<file path="src/rtl/mulpop_arbiter_pkg.sv">
// ============================================================================
// Module      : mulpop_pkg
// Description : Shared types, widths and the popcount helper for mulpop_arbiter.
// Revision    : 1.0  initial release
// ============================================================================
`default_nettype none

package mulpop_pkg;

    localparam int A_W    = 24;
    localparam int W_W    = 32;
    localparam int PROD_W = 48;
    localparam int ONES_W = 6;

    typedef enum logic [1:0] {
        ST_IDLE = 2'd0,
        ST_MULT = 2'd1,
        ST_POP  = 2'd2,
        ST_RESP = 2'd3
    } state_e;

    function automatic logic [ONES_W-1:0] popcount32(input logic [31:0] v);
        logic [ONES_W-1:0] c;
        c = '0;
        for (int i = 0; i < 32; i++) begin
            c = c + ONES_W'(v[i]);
        end
        return c;
    endfunction

endpackage

`default_nettype wire

</file>
<file path="src/rtl/mulpop_arbiter_if.sv">
// ============================================================================
// Module      : mulpop_arbiter_if
// Description : Requester-side bus of the multiply/popcount arbiter.
// Revision    : 1.0  initial release
// ============================================================================
`default_nettype none

interface mulpop_arbiter_if #(
    parameter int N_REQ = 4,
    parameter int A_W   = 24,
    parameter int W_W   = 32
) ();
    logic [N_REQ-1:0]     req;
    logic [N_REQ*A_W-1:0] a1;
    logic [N_REQ*A_W-1:0] a2;
    logic [N_REQ-1:0]     grant;
    logic [N_REQ-1:0]     done;
    logic [W_W-1:0]       result_w;
    logic [5:0]           result_ones;
    logic                 result_valid;
    logic                 busy;
    logic [15:0]          op_count;

    modport master (
        output req, a1, a2,
        input  grant, done, result_w, result_ones, result_valid, busy, op_count
    );

    modport slave (
        input  req, a1, a2,
        output grant, done, result_w, result_ones, result_valid, busy, op_count
    );
endinterface

`default_nettype wire

</file>
<file path="src/rtl/mulpop_arbiter_engine.sv">
// ============================================================================
// Module      : mulpop_engine
// Description : Sequential 24x24 shift-add multiplier with popcount/fits stage.
// Revision    : 1.0  initial release
// ============================================================================
`default_nettype none

module mulpop_engine
    import mulpop_pkg::*;
(
    input  wire logic              clk,
    input  wire logic              n_reset,
    input  wire logic              start_i,
    input  wire logic              step_i,
    input  wire logic              pop_i,
    input  wire logic [A_W-1:0]    a1_i,
    input  wire logic [A_W-1:0]    a2_i,
    output logic                   last_o,
    output logic [W_W-1:0]         word_o,
    output logic [ONES_W-1:0]      ones_o,
    output logic                   valid_o
);
    localparam int CNT_W = $clog2(A_W);

    logic [PROD_W-1:0] acc_q;
    logic [PROD_W-1:0] mcand_q;
    logic [A_W-1:0]    mplier_q;
    logic [CNT_W-1:0]  cnt_q;
    logic [ONES_W-1:0] ones_q;
    logic              valid_q;

    // Multiplicand shifts left and multiplier shifts right, so each step only
    // inspects mplier_q[0] for the current bit.
    always_ff @(posedge clk or negedge n_reset) begin
        if (!n_reset) begin
            acc_q    <= '0;
            mcand_q  <= '0;
            mplier_q <= '0;
            cnt_q    <= '0;
        end else if (start_i) begin
            acc_q    <= '0;
            mcand_q  <= {{(PROD_W-A_W){1'b0}}, a1_i};
            mplier_q <= a2_i;
            cnt_q    <= '0;
        end else if (step_i) begin
            if (mplier_q[0]) begin
                acc_q <= acc_q + mcand_q;
            end
            mcand_q  <= mcand_q << 1;
            mplier_q <= mplier_q >> 1;
            cnt_q    <= cnt_q + 1'b1;
        end
    end

    always_ff @(posedge clk or negedge n_reset) begin
        if (!n_reset) begin
            ones_q  <= '0;
            valid_q <= 1'b0;
        end else if (pop_i) begin
            ones_q  <= popcount32(acc_q[W_W-1:0]);
            valid_q <= (acc_q[PROD_W-1:W_W] == '0);
        end
    end

    assign last_o  = (cnt_q == CNT_W'(A_W-1));
    assign word_o  = acc_q[W_W-1:0];
    assign ones_o  = ones_q;
    assign valid_o = valid_q;

endmodule

`default_nettype wire

</file>
<file path="src/rtl/mulpop_arbiter.sv">
// ============================================================================
// Module      : mulpop_arbiter
// Description : Round-robin scheduler sharing one multiply/popcount engine.
// Revision    : 1.0  initial release
// ============================================================================
`default_nettype none

module mulpop_arbiter #(
    parameter int N_REQ = 4,
    parameter int A_W   = 24,
    parameter int W_W   = 32
) (
    input  wire logic      clk,
    input  wire logic      n_reset,
    mulpop_arbiter_if.slave bus
);
    import mulpop_pkg::*;

    localparam int PTR_W = (N_REQ > 1) ? $clog2(N_REQ) : 1;

    state_e             state_q, state_d;
    logic [PTR_W-1:0]   ptr_q, ptr_d;
    logic [PTR_W-1:0]   owner_q;
    logic [N_REQ-1:0]   grant_q, grant_d;
    logic [N_REQ-1:0]   done_q, done_d;
    logic [W_W-1:0]     result_w_q;
    logic [ONES_W-1:0]  result_ones_q;
    logic               result_valid_q;
    logic [15:0]        op_count_q;

    logic               pick_valid;
    logic [PTR_W-1:0]   pick_idx;
    logic               eng_start, eng_step, eng_pop, resp_load;
    logic               eng_last, eng_valid;
    logic [W_W-1:0]     eng_word;
    logic [ONES_W-1:0]  eng_ones;

    function automatic logic [PTR_W-1:0] add_wrap(input logic [PTR_W-1:0] p, input int off);
        int s;
        s = int'(p) + off;
        if (s >= N_REQ) begin
            s = s - N_REQ;
        end
        return PTR_W'(s);
    endfunction

    // Scan from the farthest candidate down so the one nearest ptr wins.
    always_comb begin
        pick_valid = 1'b0;
        pick_idx   = '0;
        for (int i = N_REQ - 1; i >= 0; i--) begin
            if (bus.req[add_wrap(ptr_q, i)]) begin
                pick_valid = 1'b1;
                pick_idx   = add_wrap(ptr_q, i);
            end
        end
    end

    always_ff @(posedge clk or negedge n_reset) begin
        if (!n_reset) begin
            state_q <= ST_IDLE;
        end else begin
            state_q <= state_d;
        end
    end

    always_comb begin
        state_d = state_q;
        case (state_q)
            ST_IDLE: if (pick_valid) state_d = ST_MULT;
            ST_MULT: if (eng_last)   state_d = ST_POP;
            ST_POP:                  state_d = ST_RESP;
            ST_RESP:                 state_d = ST_IDLE;
            default:                 state_d = ST_IDLE;
        endcase
    end

    always_comb begin
        eng_start = (state_q == ST_IDLE) && pick_valid;
        eng_step  = (state_q == ST_MULT);
        eng_pop   = (state_q == ST_POP);
        resp_load = (state_q == ST_RESP);
        grant_d   = eng_start ? (N_REQ'(1) << pick_idx) : '0;
        done_d    = resp_load ? (N_REQ'(1) << owner_q)  : '0;
        ptr_d     = add_wrap(pick_idx, 1);
    end

    always_ff @(posedge clk or negedge n_reset) begin
        if (!n_reset) begin
            ptr_q          <= '0;
            owner_q        <= '0;
            grant_q        <= '0;
            done_q         <= '0;
            result_w_q     <= '0;
            result_ones_q  <= '0;
            result_valid_q <= 1'b0;
            op_count_q     <= '0;
        end else begin
            grant_q <= grant_d;
            done_q  <= done_d;
            if (eng_start) begin
                owner_q <= pick_idx;
                ptr_q   <= ptr_d;
            end
            if (resp_load) begin
                result_w_q     <= eng_word;
                result_ones_q  <= eng_ones;
                result_valid_q <= eng_valid;
                op_count_q     <= op_count_q + 16'd1;
            end
        end
    end

    mulpop_engine u_engine (
        .clk     (clk),
        .n_reset (n_reset),
        .start_i (eng_start),
        .step_i  (eng_step),
        .pop_i   (eng_pop),
        .a1_i    (bus.a1[int'(pick_idx)*A_W +: A_W]),
        .a2_i    (bus.a2[int'(pick_idx)*A_W +: A_W]),
        .last_o  (eng_last),
        .word_o  (eng_word),
        .ones_o  (eng_ones),
        .valid_o (eng_valid)
    );

    assign bus.grant        = grant_q;
    assign bus.done         = done_q;
    assign bus.result_w     = result_w_q;
    assign bus.result_ones  = result_ones_q;
    assign bus.result_valid = result_valid_q;
    assign bus.busy         = (state_q != ST_IDLE);
    assign bus.op_count     = op_count_q;

endmodule

`default_nettype wire

</file>
<file path="src/flat_wrapper.sv">
// flat-port wrapper written by rule: the top's interface ports become plain ports
module mulpop_arbiter_flat import mulpop_pkg::*;
#(
    parameter int N_REQ = 4,
    parameter int A_W   = 24,
    parameter int W_W   = 32
)
  (clk, n_reset, bus_req, bus_a1, bus_a2, bus_grant, bus_done, bus_result_w, bus_result_ones, bus_result_valid, bus_busy, bus_op_count);
  mulpop_arbiter_if #(.N_REQ(N_REQ), .A_W(A_W), .W_W(W_W)) bus_i ();
  input  wire logic clk;
  input  wire logic n_reset;
  input wire logic [$bits(bus_i.req)-1:0] bus_req;
  input wire logic [$bits(bus_i.a1)-1:0] bus_a1;
  input wire logic [$bits(bus_i.a2)-1:0] bus_a2;
  output wire logic [$bits(bus_i.grant)-1:0] bus_grant;
  output wire logic [$bits(bus_i.done)-1:0] bus_done;
  output wire logic [$bits(bus_i.result_w)-1:0] bus_result_w;
  output wire logic [$bits(bus_i.result_ones)-1:0] bus_result_ones;
  output wire logic [$bits(bus_i.result_valid)-1:0] bus_result_valid;
  output wire logic [$bits(bus_i.busy)-1:0] bus_busy;
  output wire logic [$bits(bus_i.op_count)-1:0] bus_op_count;
  assign bus_i.req = bus_req;
  assign bus_i.a1 = bus_a1;
  assign bus_i.a2 = bus_a2;
  assign bus_grant = bus_i.grant;
  assign bus_done = bus_i.done;
  assign bus_result_w = bus_i.result_w;
  assign bus_result_ones = bus_i.result_ones;
  assign bus_result_valid = bus_i.result_valid;
  assign bus_busy = bus_i.busy;
  assign bus_op_count = bus_i.op_count;
  mulpop_arbiter #(.N_REQ(N_REQ), .A_W(A_W), .W_W(W_W)) u_core (.clk(clk), .n_reset(n_reset), .bus(bus_i));
endmodule
</file>
<file path="config.mk">
export PLATFORM = sky130hd
export DESIGN_NAME = mulpop_arbiter_flat
export DESIGN_NICKNAME = d
export VERILOG_FILES = /design/src/rtl/mulpop_arbiter_pkg.sv /design/src/rtl/mulpop_arbiter_if.sv /design/src/rtl/mulpop_arbiter_engine.sv /design/src/rtl/mulpop_arbiter.sv /design/src/flat_wrapper.sv
export SDC_FILE = /design/constraint.sdc
export NUM_CORES = 1
export LEC_CHECK = 0
export CAP_MARGIN = 20
export CORE_MARGIN = 2
export CORE_UTILIZATION = 50
export CTS_BUF_LIST = sky130_fd_sc_hd__clkbuf_8 sky130_fd_sc_hd__clkbuf_16
export CTS_CLUSTER_SIZE = 30
export DETAILED_ROUTE_END_ITERATION = 8
export HOLD_SLACK_MARGIN = 0.08
export PLACE_DENSITY = 0.86
export SLEW_MARGIN = 20
export SYNTH_ARGS = -nofsm -noshare
export SYNTH_HDL_FRONTEND = slang
export SYNTH_HIERARCHICAL = 1
export SYNTH_SLANG_ARGS = --single-unit
</file>
<file path="constraint.sdc">
create_clock -name clk -period 6.77 [get_ports clk]
set_input_delay 1.0155 -clock clk [delete_from_list [all_inputs] [get_ports clk]]
set_output_delay 1.0155 -clock clk [all_outputs]
set_load 0.02 [all_outputs]
</file>
# ---- Word-level counts from Yosys, hierarchy flattened
# Index checks and enable logic that the tools add are counted.
dict set report op_classes {
  add_sub_neg 43
  n_mul 1
  order_cmp 9
  n_eq_ne 6
  shift 4
  mux 35
  n_reduce_logical 8
}
# cell count
set op_table {}
lappend op_table {{$mux 48} 5}
lappend op_table {{$shiftx 96x32->24} 2}
lappend op_table {{$add 6x1->6} 26}
lappend op_table {{$add 48x48->48} 1}
lappend op_table {{$mux 24} 2}
lappend op_table {{$mux 2} 11}
lappend op_table {{$add 16x1->16 const B} 1}
lappend op_table {{$logic_not 16->1} 1}
lappend op_table {{$ge 3x3->1 const B} 4}
lappend op_table {{$lt 2x3->1 const B} 4}
lappend op_table {{$mux 5} 2}
lappend op_table {{$sub 2x1->2 const B} 5}
lappend op_table {{$bmux 1 s2} 4}
lappend op_table {{$mux 1} 8}
lappend op_table {{$mux 4} 2}
lappend op_table {{$pmux 2 s4} 1}
lappend op_table {{$shl 1x2->4 const A} 2}
lappend op_table {{$add 2x1->3 const B} 2}
lappend op_table {{$add 2x2->3 const B} 2}
lappend op_table {{$add 5x1->6} 1}
lappend op_table {{$reduce_bool 2->1} 3}
lappend op_table {{$add 4x1->5} 1}
lappend op_table {{$add 5x1->5 const B} 1}
lappend op_table {{$eq 5x5->1 const B} 1}
lappend op_table {{12 further kinds} 14}
dict set report totals {
  regBits 201
  output_inout_bits 64
  elab_cells 121
}

# ---- Depth between registers and ports, before layout
# Gate-level depths: netlist (run 1).
dict set report logic_depth {
  depth_word 31
  ltp_mapped 18
  depth_no_buf 18
}

# ---- Cells and area by module
# Netlist (run 1), hierarchy kept.
# mod instances cells_per_inst area_per_inst_um2
set by_module_without_submodules {}
lappend by_module_without_submodules {mulpop_engine 1 1096 9660.5}
lappend by_module_without_submodules {mulpop_arbiter 1 354 4365.4}

# ---- Worst setup path before layout (run 1)
# Ideal clock, no wire load.
dict set report synth_timing {
  path_type {reg2reg}
  start {register u_core.u_engine.acc_q[20]}
  end {register u_core.u_engine.ones_q[4] (netlist: u_core/u_engine/ones_o[4])}
  arrival_ns 4.613
  required_ns 6.645
  setup_slack_ns 2.033
  path_stages_with_launch 19
  synth_period_minus_slack_ns 4.737
  path_cell_list {dfrtp_1 > fa_1 > inv_1 > fa_1 > inv_1 > fa_1 > inv_1 > fa_1 > fa_1 > fa_1 > inv_1 > ha_1 > inv_1 > fa_1 > inv_1 > a21o_1 > a21oi_1 > xnor2_1 > mux2_2}
}
dict set report synth_via {
  elab_chain_cells 12
}
# element line_no
set synth_lines {}
lappend synth_lines {{start: declaration} mulpop_arbiter_engine.sv:25} ;# logic [PROD_W-1:0] acc_q;
lappend synth_lines {{start signal: assignment} mulpop_arbiter_engine.sv:47} ;# acc_q <= acc_q + mcand_q;
lappend synth_lines {{$add 6x1->6 (12 in a row)} mulpop_arbiter_pkg.sv:26} ;# c = c + ONES_W'(v[i]);
lappend synth_lines {{end signal: assignment} mulpop_arbiter_engine.sv:60} ;# ones_q <= popcount32(acc_q[W_W-1:0]);
lappend synth_lines {{end: declaration} mulpop_arbiter_engine.sv:29} ;# logic [ONES_W-1:0] ones_q;
# No other way between the ends.
# A chain may end at the register's enable or synchronous reset.

# ---- Worst setup path in the final report (run 1)
dict set report layout_timing {
  start {register u_core.u_engine.acc_q[3]}
  end {register u_core.u_engine.ones_q[5] (netlist: u_core/u_engine/ones_o[5])}
}
dict set report layout_via {
  elab_chain_cells 29
}
# element line_no
set layout_lines {}
lappend layout_lines {{$add 3x1->4} mulpop_arbiter_pkg.sv:26}
lappend layout_lines {{$add 4x1->5} mulpop_arbiter_pkg.sv:26}
lappend layout_lines {{$add 5x1->6} mulpop_arbiter_pkg.sv:26}
lappend layout_lines {{$add 6x1->6 (26 in a row)} mulpop_arbiter_pkg.sv:26}
# No other way between the ends.

==> impl_metrics.ini, run 1 <==
[timing]
hold_viol = 0
grt_setup_unrepaired = no
setup_viol_count_final = 0
post-route-period-util_pct = 74.2
fin_skew_ps = 19.8
finalSetupTns_ps = 0
fmax_mhz = 199
timing.hold.ws_ps = 477
finalWorstSetupSlack_ps = 1740
final-max-slew-violation-count = 0
worst_slew_margin_rel_pct = 41.2
period_needed_ps = 5030
max_slew.worst_pin.slew_ps = 883

[logic_synthesis]
synth_fa_ha_area_share_pct = 9.01
synth_sequential_area_ratio_pct = 35.9
synth_flop_cell = sky130_fd_sc_hd__dfrtp_1
area_share_of_xor_xnor_cells_in_the_synthesized_design_pct = 2.93
syn-num-nets = 1734
synth-warning-count = 6
synth-compound-area-share_pct = 13.8
post-synth-top-area-fraction_pct = 35.9
synthCells = 1450
register_bit_count_reported_by_yosys = 201
synth_simple_gate_area_share_pct = 12.5
synth.area.mux_share_pct = 19.3
synthesis.area_um2 = 14000
synth_area_leader_cell = sky130_fd_sc_hd__dfrtp_1
largest_family_of_logic_cells_by_synthesized_area = multiplexers
post_synth_edffs = 0
yosysMostFrequentCell = sky130_fd_sc_hd__mux2i_1
syn_avg_cell_area_um2 = 9.67
yosys-top-cells-area = sky130_fd_sc_hd__dfrtp_1, sky130_fd_sc_hd__mux2i_1, sky130_fd_sc_hd__ha_1
post_synth_most_frequent_cells = sky130_fd_sc_hd__mux2i_1, sky130_fd_sc_hd__dfrtp_1, sky130_fd_sc_hd__nand2_1
ys_async_sr_fraction_pct = 100
synthDistinctLibCells = 80

[finish]
post_route_cells_drive_above_1_share_pct = 7.21
filler_cell_count = 2230
area_delta_synth_final_pct = 24.1
antenna_cells = 0
layout.nets = 1917

[routing]
detail_route_antenna_nets = 0
route.detailed.vias_per_inst = 5.73
first_pass_iters = 5
wirelength_um = 36500
drc_errors = 0
detailedRoute.firstIterationViolations = 762
wire_per_inst_um = 18.0
vias = 11600

[clocking]
post_cts.resized_instances = 0
tritoncts.num_buffers = 23
cts_h_tree_lvls = 1
post_cts_buffers = 0
clk_latency_ps = 520
postCtsHoldBufs = 0
cts_num_sinks = 201
clk_pin_slew_ps = 60
tritoncts_clock_tree = built
cts_buffer_depth = 3
root_buffer = sky130_fd_sc_hd__clkbuf_16

[floorplanning]
chip_height_um = 171
placementRows = 61
floorplan.initialDensity_pct = 50.6
die_area_um2 = 29400
count_of_boundary_i_o_pins = 262
chipWidth_um = 171
design.core.area_um2 = 27700

[critical_path]
required_ps = 7140
critical_path_fanouts_max = 4
critPathTopFamily = adder cells
ff2ff_path_depth = 16
timing.critical_path.depth = 16
crit_path_cell_chain = fa_1 -> inv_1 -> fa_1 -> inv_1 -> fa_1 -> fa_1 -> fa_1 -> inv_1 -> fa_1 -> inv_1 -> ha_1 -> a21o_1 -> a21oi_1 -> inv_1 -> a21oi_1 -> o22ai_1
critPathCaptureType = register
timing.critical_path.from_type = register
critical_path.most_common_cell = sky130_fd_sc_hd__fa_1
path_buf_inv = 5
standard_cell_with_the_maximum_stage_delay_on_the_critical_path = sky130_fd_sc_hd__fa_1
timing_worst_setup_path_type = reg -> reg
slowest_delay_ps = 590
timing.critical_path.arrival_ps = 5400

[power_and_ir_drop]
design_power_total_mw = 7.40
peakVddDrop_uv = 307
leakage_nw = 7.98
power_density_nw_per_um2 = 425

[placed_design]
gpl.final_weighted_congestion = 0.910
preCtsSetupSlack_ps = 1790
dpl.hpwl_um = 27600
place.port_buffers = 261

[run]
cap_violations = 0

[global_routing]
first_pass_grt_wire_length_um = 59800
globalRouteTotalUtil_pct = 25.3
grt_antenna_before_repair = 1
grt_remaining_overflow = 0
grt_max_degree = 97
first_global_vias = 11600

[worst_hold_path]
holdCritPathClass = reg -> reg
hold-path-cell-count = 1

[run_status]
status = complete, no violations
worst paths after layout:
check,from,to,slack (ps)
max,u_core/u_engine/acc_q[3],u_core/u_engine/ones_o[5],1740
min,u_core/bus.op_count[15],u_core/bus.op_count[15],480
max reg2reg,u_core/u_engine/acc_q[3],u_core/u_engine/ones_o[5],1740
min reg2reg,u_core/bus.op_count[15],u_core/bus.op_count[15],480
max in group asynchronous,n_reset,u_core/u_engine/mplier_q[8],4970
min in group asynchronous,n_reset,u_core/bus.op_count[14],550
registers in the layout, summed over array words and instances, names as in the netlist, 5 cells and up:
signal and cells:
u_core/bus.result_ones 6, u_core/bus.op_count 16, u_core/u_engine/cnt_q 5, u_core/u_engine/mcand_q 48, u_core/u_engine/ones_o 6, u_core/u_engine/mplier_q 24
u_core/bus.result_w 32, u_core/u_engine/acc_q 48
routing by layer:
| metal | GRT usage, % | vias to the layer above | share of wire (%) |
|---|---|---|---|
| met5 | 0 | - | 0 |
| met4 | 7.11 | 0 | 2.6 |
| met3 | 3.96 | 59 | 6.9 |
| met2 | 41.7 | 442 | 47 |
| met1 | 34.5 | 5619 | 44 |
| li1 | - | 5499 | - |
layout make-up:
class                   instances  area, um2  area share, %
multi-input cells            1068       8110           46.6
flip-flops and latches        201       5030           28.9
repair buffers                270       2700           15.5
clock buffers                  28        644           3.70
well taps                     378        473           2.72
inverters                      69        262           1.50
clock inverters                14        191           1.10
cells by family (layout without fill, tap and decap cells):
group,count (synthesis),after routing
AOI/OAI and AO/OA,297,297
xor gates and xnor gates,47,47
adders and majority gates,86,86
buffers and inverters,181,381
DFF,201,201
muxes,265,265
and+or+nand+nor,373,373
power breakdown:
part / internal [mW] / total (mW) / switching [mW]
clock network: 0.836 / 1.35 / 0.519
registers: 1.57 / 1.92 / 0.348
logic: 1.81 / 4.12 / 2.31
total: 4.22 / 7.40 / 3.18
per-stage QoR:
step	cells	util, %	area (um2)
floorplan	1450	-	14000
global placement	1986	59.8	16600
detailed placement	1986	59.8	16600
CTS	2028	62.8	17400
global route	2028	62.8	17400
finish	2028	62.8	17400
cell usage in the layout (no fill, tap or decap), drive strengths merged, types with 16 or more instances in the layout:
cell type	netlist	final
a21o	32	32
nor3	17	17
dfrtp	201	201
nand3	40	40
xnor2	31	31
ha	61	61
mux2i	219	219
nor2	80	80
clkdlybuf4s50	0	260
xor2	16	16
clkbuf	54	29
fa	25	25
nand2	144	144
o21ai	89	89
a21oi	79	79
nand4	23	23
inv	69	73
mux2	46	46
Note: power is estimated with default switching activity, not from simulation.
==> run 2, diff against run 1 <==
==> constraint.sdc (replaced) <==
create_clock -name clk -period 5.2 [get_ports clk]
set_input_delay 0.78 -clock clk [delete_from_list [all_inputs] [get_ports clk]]
set_output_delay 0.78 -clock clk [all_outputs]
set_load 0.02 [all_outputs]
==> run 2 against run 1 <==
Compared with the run above:
- wire length decreased by 0.48%
- sequential share of layout area about the same
- utilization about the same
- fmax increased by 1.1%
- clock power increased by 26%
- hold slack got worse by 370 ps
- cell count about the same
- sequential power increased by 30%
- total power increased by 28%
- register-to-register slack got worse by 1500 ps
- largest cell class unchanged
==> impl_metrics.ini, run 2 (same netlist as run 1, synthesis figures left out) <==
[timing]
setup_viol_count_final = 0
hold_viol = 0
fin_skew_ps = 18.2
finalWorstSetupSlack_ps = 229
period_needed_ps = 4970
fmax_mhz = 201
grt_setup_unrepaired = no
final-max-slew-violation-count = 0
finalSetupTns_ps = 0
worst_slew_margin_rel_pct = 44.1
max_slew.worst_pin.slew_ps = 838
post-route-period-util_pct = 95.6

[critical_path]
timing_worst_setup_path_type = reg -> reg
timing.critical_path.from_type = register
standard_cell_with_the_maximum_stage_delay_on_the_critical_path = sky130_fd_sc_hd__fa_1
critical_path.most_common_cell = sky130_fd_sc_hd__fa_1
crit_path_cell_chain = fa_1 -> inv_1 -> fa_1 -> inv_1 -> fa_1 -> inv_1 -> fa_1 -> fa_1 -> fa_1 -> inv_1 -> ha_1 -> inv_1 -> fa_1 -> inv_1 -> a21o_1 -> a21oi_1 -> xnor2_1 -> mux2_2
critPathTopFamily = adder cells
timing.reg2reg.setup_slack_ps = 230
required_ps = 5600
regToRegStartpoint = u_core/u_engine/acc_q[20]
ff2ff_path_depth = 18
critical_path_fanouts_max = 4
critPathCaptureType = register
slowest_delay_ps = 550
regToRegEndpoint = u_core/u_engine/ones_o[4]
path_buf_inv = 6
timing.critical_path.arrival_ps = 5380

[power_and_ir_drop]
design_power_total_mw = 9.47
power_density_nw_per_um2 = 544
leakage_nw = 7.99
peakVddDrop_uv = 440

[clocking]
post_cts_buffers = 0
cts_h_tree_lvls = 1
tritoncts_clock_tree = built
clk_pin_slew_ps = 60
postCtsHoldBufs = 0
cts_num_sinks = 201
root_buffer = sky130_fd_sc_hd__clkbuf_16
cts_buffer_depth = 3
tritoncts.num_buffers = 23
post_cts.resized_instances = 0
clk_latency_ps = 520

[routing]
detail_route_antenna_nets = 0
detailedRoute.firstIterationViolations = 819
drc_errors = 0
vias = 11500
wire_per_inst_um = 17.9
wirelength_um = 36300
route.detailed.vias_per_inst = 5.68
first_pass_iters = 7

[global_routing]
grt_remaining_overflow = 0
grt_max_degree = 185
globalRouteTotalUtil_pct = 25.4
first_global_vias = 11600
grt_antenna_before_repair = 0
first_pass_grt_wire_length_um = 59800

[finish]
antenna_cells = 0
area_delta_synth_final_pct = 24.1
layout_common_cells = sky130_fd_sc_hd__clkdlybuf4s50_1, sky130_fd_sc_hd__mux2i_1, sky130_fd_sc_hd__dfrtp_1, sky130_fd_sc_hd__nand2_1, sky130_fd_sc_hd__nor2_1
filler_cell_count = 2238
final_cells = 2026
mostFrequentLayoutCell = sky130_fd_sc_hd__clkdlybuf4s50_1
multi_input_comb_area_um2 = 8110
sequential_cell_area_um2 = 5030
post_route_cells_drive_above_1_share_pct = 6.92
layout.nets = 1919

[floorplanning]
chip_height_um = 171
floorplan.initialDensity_pct = 50.6
die_area_um2 = 29400
design.core.area_um2 = 27700
chipWidth_um = 171
count_of_boundary_i_o_pins = 262
placementRows = 61

[placed_design]
gpl.final_weighted_congestion = 0.914
place.port_buffers = 261
post-place-cells = 1987
preCtsSetupSlack_ps = 217
dpl.hpwl_um = 27300

[worst_hold_path]
holdCritPathClass = in -> async

[run]
cap_violations = 0

[run_status]
status = complete, no violations
run 2: cell count changes in the layout (fill, tap and decap cells not counted), sizes merged:
| cell | change |
|---|---|
| clkinvlp | -2 |
| clkbuf | -1 |
| buf | +2 |
| inv | -1 |
run 2: metal layers:
metal	global-route usage, %	vias up	share of wire (%)
li1	-	5498	-
met1	34.8	5526	43
met2	42.5	435	48
met3	3.70	46	6.5
met4	6.26	0	2.3
met5	0	-	0
run 2: worst max-delay path by stage:
stage / cells past startpoint / startpoint / end / slack, ps
global route: 18 / u_core/u_engine/acc_q[20] / u_core/u_engine/ones_o[4] / 50
detailed placement: 18 / u_core/u_engine/acc_q[20] / u_core/u_engine/ones_o[4] / 220
global placement: 18 / u_core/u_engine/acc_q[20] / u_core/u_engine/ones_o[4] / 350
CTS: 18 / u_core/u_engine/acc_q[20] / u_core/u_engine/ones_o[4] / 210
floorplan: 18 / u_core/u_engine/acc_q[20] / u_core/u_engine/ones_o[4] / 460
finish: 18 / u_core/u_engine/acc_q[20] / u_core/u_engine/ones_o[4] / 230
run 2: area by class of cell:
cell class / count / area share (%)
Multi-Input combinational cell: 1068 / 46.6
Sequential cell: 201 / 28.9
Timing Repair Buffer: 272 / 15.8
Clock buffer: 27 / 3.62
Tap cell: 378 / 2.72
Inverter: 69 / 1.50
Clock inverter: 11 / 0.870
run 2: worst register-to-register path: cells and delay by family (launching register included):
kind / cells / cell delay, ps
flops: 1 / 430
buf+inv: 6 / 370
mux: 1 / 250
compound gates: 2 / 170
xor+xnor: 1 / 120
fa+ha+maj: 8 / 3510
run 2: through the flow:
| step | hold WS [ps] | cell area, um2 | utilization, % |
|---|---|---|---|
| global route | 113 | 17400 | 62.8 |
| finish | 107 | 17400 | 62.8 |
| detailed placement | 465 | 16600 | 59.9 |
| floorplan | 445 | 14000 | - |
| global placement | 463 | 16600 | 59.9 |
| CTS | 96.0 | 17400 | 62.7 |
run 2: where the power goes:
group	switching, mW	internal, mW
Sequential	0.448	2.05
Combinational	2.94	2.34
Clock	0.645	1.05
Total	4.03	5.44
==> run 3, diff against run 2 <==
--- a/config.mk
+++ b/config.mk
@@ -13,6 +13,7 @@
 export DETAILED_ROUTE_END_ITERATION = 8
 export HOLD_SLACK_MARGIN = 0.08
 export PLACE_DENSITY = 0.86
+export SETUP_SLACK_MARGIN = 0.05
 export SLEW_MARGIN = 20
 export SYNTH_ARGS = -nofsm -noshare
 export SYNTH_HDL_FRONTEND = slang
==> run 3 against run 2 <==
Compared with the run above:
- sequential cell count did not move
- highest routed layer unchanged
- non-clock buffer count did not move
- via count barely moved
- wire length barely moved
- first-iteration DRC count rose by 3.2%
- die area did not move
==> impl_metrics.ini, run 3 (same netlist as run 1, synthesis figures left out) <==
[placed_design]
post_place_instance_area_um2 = 16600
place.port_buffers = 261
dpl.hpwl_um = 27300
preCtsSetupSlack_ps = 217
gpl.final_weighted_congestion = 0.914
post-place-cells = 1987

[critical_path]
critPathCaptureType = register
critical_path_fanouts_max = 4
timing_worst_setup_path_type = reg -> reg
required_ps = 5600
timing.critical_path.from_type = register
timing.critical_path.arrival_ps = 5370

[routing]
wirelength_um = 36300
first_pass_iters = 6
detailedRoute.firstIterationViolations = 845
vias = 11500
wire_per_inst_um = 17.9
wl_met1_um = 15700
route.detailed.vias_per_inst = 5.68
dr.max_layer_used = met4
drc_errors = 0
wl_met2_um = 17400
met3_length_um = 2460
detail_route_antenna_nets = 0

[timing]
period_needed_ps = 4970
post-route-period-util_pct = 95.6
final-max-slew-violation-count = 0
finalSetupTns_ps = 0
fmax_mhz = 201
fin_skew_ps = 18.5
timing.hold.ws_ps = 106
hold_viol = 0
finalWorstSetupSlack_ps = 230
grt_setup_unrepaired = no
worst_slew_margin_rel_pct = 44.2
max_slew.worst_pin.slew_ps = 837
setup_viol_count_final = 0

[clocking]
post_cts_buffers = 0
cts_buffer_depth = 3
post_cts.resized_instances = 0
clk_latency_ps = 520
tritoncts.num_buffers = 23
root_buffer = sky130_fd_sc_hd__clkbuf_16
clk_pin_slew_ps = 60
tritoncts_clock_tree = built
postCtsHoldBufs = 0
cts_num_sinks = 201
cts_h_tree_lvls = 1

[run_status]
status = complete, no violations

[power_and_ir_drop]
power_density_nw_per_um2 = 544
design_power_total_mw = 9.47
peakVddDrop_uv = 441
leakage_nw = 7.99

[finish]
final_cells = 2026
area_delta_synth_final_pct = 24.1
antenna_cells = 0
mostFrequentLayoutCell = sky130_fd_sc_hd__clkdlybuf4s50_1
post_route_cells_drive_above_1_share_pct = 6.98
layout_common_cells = sky130_fd_sc_hd__clkdlybuf4s50_1, sky130_fd_sc_hd__mux2i_1, sky130_fd_sc_hd__dfrtp_1, sky130_fd_sc_hd__nand2_1, sky130_fd_sc_hd__nor2_1
filler_cell_count = 2239
layout.nets = 1919
finish.utilization_pct = 62.8
post-route-cell-area_um2 = 17400

[floorplanning]
count_of_boundary_i_o_pins = 262
floorplan.initialDensity_pct = 50.6
chipWidth_um = 171
chip_height_um = 171
design.core.area_um2 = 27700
die_area_um2 = 29400
placementRows = 61

[run]
cap_violations = 0

[global_routing]
grt_antenna_before_repair = 0
first_global_vias = 11600
first_pass_grt_wire_length_um = 59800
grt_max_degree = 185
globalRouteTotalUtil_pct = 25.4
grt_remaining_overflow = 0

[worst_hold_path]
holdCritPathClass = in -> async
run 3: final timing paths:
check                                             to  slack, ps  cells after the start                 startpoint
hold reg to reg              u_core/bus.op_count[15]        480                      1    u_core/bus.op_count[15]
max in group asynchronous            u_core/ptr_q[1]       3940                      3                    n_reset
min in group clk             u_core/bus.op_count[15]        480                      1    u_core/bus.op_count[15]
setup reg to reg           u_core/u_engine/ones_o[4]        230                     18  u_core/u_engine/acc_q[20]
setup / recovery           u_core/u_engine/ones_o[4]        230                     18  u_core/u_engine/acc_q[20]
hold / removal               u_core/bus.op_count[14]        110                      1                    n_reset
run 3: cell type report:
| type | count | area [um2] | area share, % |
|---|---|---|---|
| clock buffers | 27 | 631 | 3.62 |
| clock inverters | 11 | 151 | 0.870 |
| inverters | 69 | 262 | 1.50 |
| multi-input cells | 1068 | 8110 | 46.6 |
| flip-flops and latches | 201 | 5030 | 28.9 |
| well taps | 378 | 473 | 2.72 |
| repair buffers | 272 | 2740 | 15.8 |
run 3: critical path, cell delays in order (launching register included):
cell and delay (ps):
sky130_fd_sc_hd__dfrtp_2 440, sky130_fd_sc_hd__fa_1 540, sky130_fd_sc_hd__inv_1 50, sky130_fd_sc_hd__fa_1 500, sky130_fd_sc_hd__inv_1 50, sky130_fd_sc_hd__fa_1 470
sky130_fd_sc_hd__inv_1 50, sky130_fd_sc_hd__fa_1 470, sky130_fd_sc_hd__fa_1 540, sky130_fd_sc_hd__fa_1 410, sky130_fd_sc_hd__inv_1 70, sky130_fd_sc_hd__ha_1 160
sky130_fd_sc_hd__inv_1 60, sky130_fd_sc_hd__fa_1 410, sky130_fd_sc_hd__inv_1 90, sky130_fd_sc_hd__a21o_1 100, sky130_fd_sc_hd__a21oi_1 70, sky130_fd_sc_hd__xnor2_1 120
sky130_fd_sc_hd__mux2_2 250
run 3: metal layers:
| metal | vias up | global-route usage (%) |
|---|---|---|
| li1 | 5497 | - |
| met4 | 0 | 6.26 |
| met3 | 48 | 3.70 |
| met2 | 435 | 42.5 |
| met5 | - | 0 |
| met1 | 5521 | 34.8 |
run 3: power breakdown:
| part | internal, mW | switching [mW] |
|---|---|---|
| Sequential | 2.05 | 0.447 |
| Clock | 1.05 | 0.645 |
| Combinational | 2.34 | 2.94 |
